==> src/rtl/i2s_transmitter.sv <==
// Philips I2S transmitter: derives SCLK/LRCLK from i_clock, double-buffers one
// stereo sample pair and flags underrun/overrun as single-cycle pulses.
`timescale 1ns/1ps
module i2s_transmitter #(
  parameter int DATA_WIDTH       = 24,
  parameter int SLOT_WIDTH       = 32,
  parameter int SCLK_HALF_PERIOD = 2
) (
  input  logic                  i_clock,
  input  logic                  i_reset,
  input  logic [DATA_WIDTH-1:0] i_data_left,
  input  logic [DATA_WIDTH-1:0] i_data_right,
  input  logic                  i_data_valid,
  output logic                  o_sclk,
  output logic                  o_lrclk,
  output logic                  o_sdata,
  output logic                  o_underrun,
  output logic                  o_overrun
);

  localparam int FRAME_LEN = 2 * SLOT_WIDTH;
  localparam int P_W       = $clog2(FRAME_LEN);
  localparam int H_W       = (SCLK_HALF_PERIOD > 1) ? $clog2(SCLK_HALF_PERIOD) : 1;
  localparam logic [H_W-1:0] H_MAX = H_W'(SCLK_HALF_PERIOD - 1);
  localparam logic [P_W-1:0] P_MAX = P_W'(FRAME_LEN - 1);

  logic [H_W-1:0]        h;
  logic [P_W-1:0]        p;
  logic [DATA_WIDTH-1:0] hold_left, hold_right;
  logic                  hold_full;
  logic [DATA_WIDTH-1:0] frame_left, frame_right;

  logic                  h_tick;
  logic                  sclk_fall;
  logic                  frame_load;
  logic [P_W-1:0]        p_next;
  logic                  slot_right;
  logic [31:0]           slot_k;
  logic [DATA_WIDTH-1:0] slot_word;
  logic                  bit_next;

  always_comb begin
    h_tick     = (h == H_MAX);
    sclk_fall  = h_tick && o_sclk;
    p_next     = (p == P_MAX) ? '0 : p + P_W'(1);
    frame_load = sclk_fall && (p == P_MAX);
    slot_right = (p_next >= P_W'(SLOT_WIDTH));
    slot_k     = slot_right ? (32'(p_next) - 32'(SLOT_WIDTH)) : 32'(p_next);
    slot_word  = slot_right ? frame_right : frame_left;
    // Position k in the slot carries word bit DATA_WIDTH-k; k=0 (I2S delay
    // bit) and k>DATA_WIDTH (padding) match no index and stay 0.
    bit_next   = 1'b0;
    for (int unsigned i = 0; i < DATA_WIDTH; i++) begin
      if (slot_k == DATA_WIDTH - i)
        bit_next = slot_word[i];
    end
  end

  always_ff @(posedge i_clock or posedge i_reset) begin
    if (i_reset) begin
      h           <= '0;
      p           <= '0;
      o_sclk      <= 1'b0;
      o_lrclk     <= 1'b0;
      o_sdata     <= 1'b0;
      o_underrun  <= 1'b0;
      o_overrun   <= 1'b0;
      hold_left   <= '0;
      hold_right  <= '0;
      hold_full   <= 1'b0;
      frame_left  <= '0;
      frame_right <= '0;
    end else begin
      o_underrun <= 1'b0;
      o_overrun  <= 1'b0;

      h <= h_tick ? '0 : h + H_W'(1);
      if (h_tick)
        o_sclk <= ~o_sclk;

      if (sclk_fall) begin
        p       <= p_next;
        o_lrclk <= slot_right;
        o_sdata <= bit_next;
      end

      if (frame_load) begin
        if (hold_full) begin
          frame_left  <= hold_left;
          frame_right <= hold_right;
        end else begin
          frame_left  <= '0;
          frame_right <= '0;
          o_underrun  <= 1'b1;
        end
      end

      // A strobe coinciding with a load refills the just-emptied buffer, so
      // full stays set and no overrun is reported.
      if (i_data_valid) begin
        hold_left  <= i_data_left;
        hold_right <= i_data_right;
        hold_full  <= 1'b1;
        if (hold_full && !frame_load)
          o_overrun <= 1'b1;
      end else if (frame_load) begin
        hold_full <= 1'b0;
      end
    end
  end

endmodule

==> config.mk <==
export PLATFORM = sky130hd
export DESIGN_NAME = i2s_transmitter
export DESIGN_NICKNAME = d
export VERILOG_FILES = /design/src/rtl/i2s_transmitter.sv
export SDC_FILE = /design/constraint.sdc
export NUM_CORES = 1
export LEC_CHECK = 0
export ABC_AREA = 1
export CAP_MARGIN = 30
export CORE_UTILIZATION = 50
export CTS_CLUSTER_SIZE = 16
export DETAILED_ROUTE_END_ITERATION = 7
export HOLD_SLACK_MARGIN = 0.05
export PLACE_DENSITY = 0.77
export REMOVE_ABC_BUFFERS = 1
export SYNTH_ARGS = -nofsm -noshare
export SYNTH_HDL_FRONTEND = slang
export SYNTH_SLANG_ARGS = --single-unit
==> constraint.sdc <==
create_clock -name i_clock -period 5.19 [get_ports i_clock]
set_clock_uncertainty 0.05 [all_clocks]
set_input_delay 1.557 -clock i_clock [delete_from_list [all_inputs] [get_ports i_clock]]
set_output_delay 1.557 -clock i_clock [all_outputs]
set_load 0.01 [all_outputs]
==> flow_summary.yaml <==
logic_synthesis:
  avgSynthCellArea_sq_um: 7.89
  synth_area_sq_um: 4960
  ys_top_cells_by_area: "dfrtp_1 55%, nand2_1 20%, nand3_1 5.9%"
  synth_cell_type_count: 28
  netlist_instances: 629
  seq_area_frac_synth: 0.550
  yosysTopAreaCellShare: 0.550
  synth_top_cell_by_area: "dfrtp_1"
  ys_seq_elements: 109
  ys_warn_count: 0
clocking:
  cts_max_path_buffers: 2
  cts_tree: "yes"
  clk_latency_ns: 0.37
  cts_setup_buffers: 0
  cts_sinks: 109
  cts_root_buf: "clkbuf_8"
  cts_buffers: 9
  hold_buffers: 0
  cts_resized: 0
  htree_num_levels: 3
  clk_pin_slew_ns: 0.11
timing:
  max_slew.worst_pin.slew_ns: 0.888
  setup_tns_ns: 0
  setup_slack_ns: 1.84
  rsz0062_at_grt: "no"
  slew_headroom: 0.408
  fin_crit_sh: 0.645
  holdWs_ns: 0.400
  finalSetupViolations: 0
  post-route-min-period_ns: 3.35
  finalHoldViolations: 0
  drv_slew: 0
  timing.fmax_mhz: 299
placed_design:
  port_buffers: 55
  placed_area_sq_um: 5590
  pre_cts_ws_ns: 1.90
  hpwl_mm: 7.44
  gp_congestion: 0.974
  place_inst: 788
critical_path:
  path_buf_inv: 1
  path_class: "reg -> reg"
  critPathSlowestCell: "dfrtp_1"
  reg2reg_slack_ns: 1.84
  slowest_delay_ns: 0.48
  end_kind: "flip-flop"
  cp_common_cell: "nand2_1"
  critPathArrivalTime_ns: 3.57
  crit_required_ns: 5.41
  cp_max_fo: 33
  cp_top_family: "simple AND/OR/NAND/NOR gates"
  cp-start-kind: "flip-flop"
detailed_routing:
  drt_wl_total_mm: 10.6
  vias_per_cell: 5.06
  antenna_left: 0
  first_pass_iters: 5
  num_vias: 4069
  drtIter0Drc: 228
  routedWlPerCell_microns: 13.2
  drc_errors: 0
die:
  die_h_microns: 102
  start_util: 0.527
  dieWidth_microns: 102
  rows: 35
  ios: 56
  dieArea_sq_um: 10300
  core_area_sq_um: 9420
finish:
  antenna_cells: 0
  final_core_util: 0.616
  final_area_sq_um: 5800
  layout-drive-gt1-share: 0.0504
  fin_nets: 726
  layoutNonFillerInstCount: 804
  area_delta_synth_final_pct: 16.8
grt:
  grt_pass1_wl_mm: 18.4
  antenna_found_initial: 0
  met3_usage: 0.0421
  met1_usage: 0.314
  gr-usage-all-layers: 0.229
  met2_usage: 0.369
  top_usage_layer: "met2"
  gr-total-overflow: 0
  grt_start_max_net_pins: 69
  grt_pass1_vias: 3886
power_and_ir_drop:
  clkPwrFrac: 0.348
  p_sw_mw: 0.371
  power_frac_comb: 0.066
  p_total_mw: 1.54
  ir_drop_uv: 155
  power_frac_seq: 0.586
  intPower_mw: 1.17
  swShare: 0.242
  p_per_area_nw_per_um2: 265
  power.leakage_nw: 2.91
flow_run:
  drv_cap: 0
outcome:
  outcome: "finished clean"
hold_path:
  hold_path.class: "reg -> reg"
[cell families after synthesis]
| group | share of synthesized area |
|---|---|
| compound gates | 0.0742 |
| fa+ha+maj | 0.0126 |
| simple gates | 0.297 |
| buf+inv | 0.0663 |
| flops | 0.550 |
[worst paths after layout]
path,from,end,depth (start not counted)
max reg2reg,p[0],o_sdata,37
max in group asynchronous,i_reset,frame_right[17],3
min reg2reg,h,h,1
max,p[0],o_sdata,37
min,h,h,1
min in group asynchronous,i_reset,hold_right[7],2
[registers in the layout, summed over array words and instances, names as in the netlist]
signal,flops
frame_left,24
frame_right,24
h,1
hold_full,1
hold_left,24
hold_right,24
o_lrclk,1
o_overrun,1
o_sclk,1
o_sdata,1
o_underrun,1
p,6
[power by group through the flow]
stage / sequential (mW) / clock, mW / combinational, mW
CTS: 0.900 / 0.547 / 0.104
global placement: 0.916 / 0 / 0.100
detailed placement: 0.917 / 0 / 0.104
global route: 0.904 / 0.578 / 0.118
floorplan: 0.912 / 0 / 0.0458
finish: 0.900 / 0.535 / 0.101
[per-layer routing]
| layer | wire, microns | share of wire |
|---|---|---|
| met3 | 373 | 0.035 |
| met5 | 0 | 0 |
| met2 | 4990 | 0.47 |
| met1 | 5070 | 0.48 |
| met4 | 162 | 0.015 |
[Yosys cell counts]
cell type  instances
buf_6              1
buf_2              2
o2111ai_1          2
nor2_1            25
a211oi_1           1
ha_1               5
nand3_1           58
o31ai_1            2
o22ai_1            1
inv_1             50
o21bai_1           1
nand2_1          268
a31o_2             1
inv_2              3
a31oi_1            6
o21ai_1            1
nor3_1             7
nand2_2            3
nand2_4            1
nor2_2             2
buf_4              1
o211ai_1           3
a21oi_1            7
buf_1              2
o21ai_0           41
clkbuf_1          25
nand4_1            1
dfrtp_1          109
[cells in the final DEF (no fill, tap or decap), types with 2 or more instances in the layout]
cell / synthesis / final
nand2_1: 268 / 268
dfrtp_1: 109 / 109
nand3_1: 58 / 58
clkdlybuf4s50_1: 0 / 54
inv_1: 50 / 49
o21ai_0: 41 / 41
nor2_1: 25 / 24
clkbuf_8: 0 / 9
nor3_1: 7 / 7
a21oi_1: 7 / 7
a31oi_1: 6 / 6
buf_4: 1 / 6
ha_1: 5 / 5
nand2_2: 3 / 3
inv_2: 3 / 3
o211ai_1: 3 / 3
inv_6: 0 / 3
nor2_2: 2 / 2
o31ai_1: 2 / 2
o2111ai_1: 2 / 2
[area by class of cell]
type | instances | area, sq um
multi-input cells | 436 | 1910
inverters | 53 | 201
repair buffers | 61 | 591
fillers | 866 | 3620
clock inverters | 6 | 76.3
well taps | 129 | 161
flip-flops and latches | 109 | 2730
clock buffers | 10 | 128
Note: power is estimated with default switching activity, not from simulation.
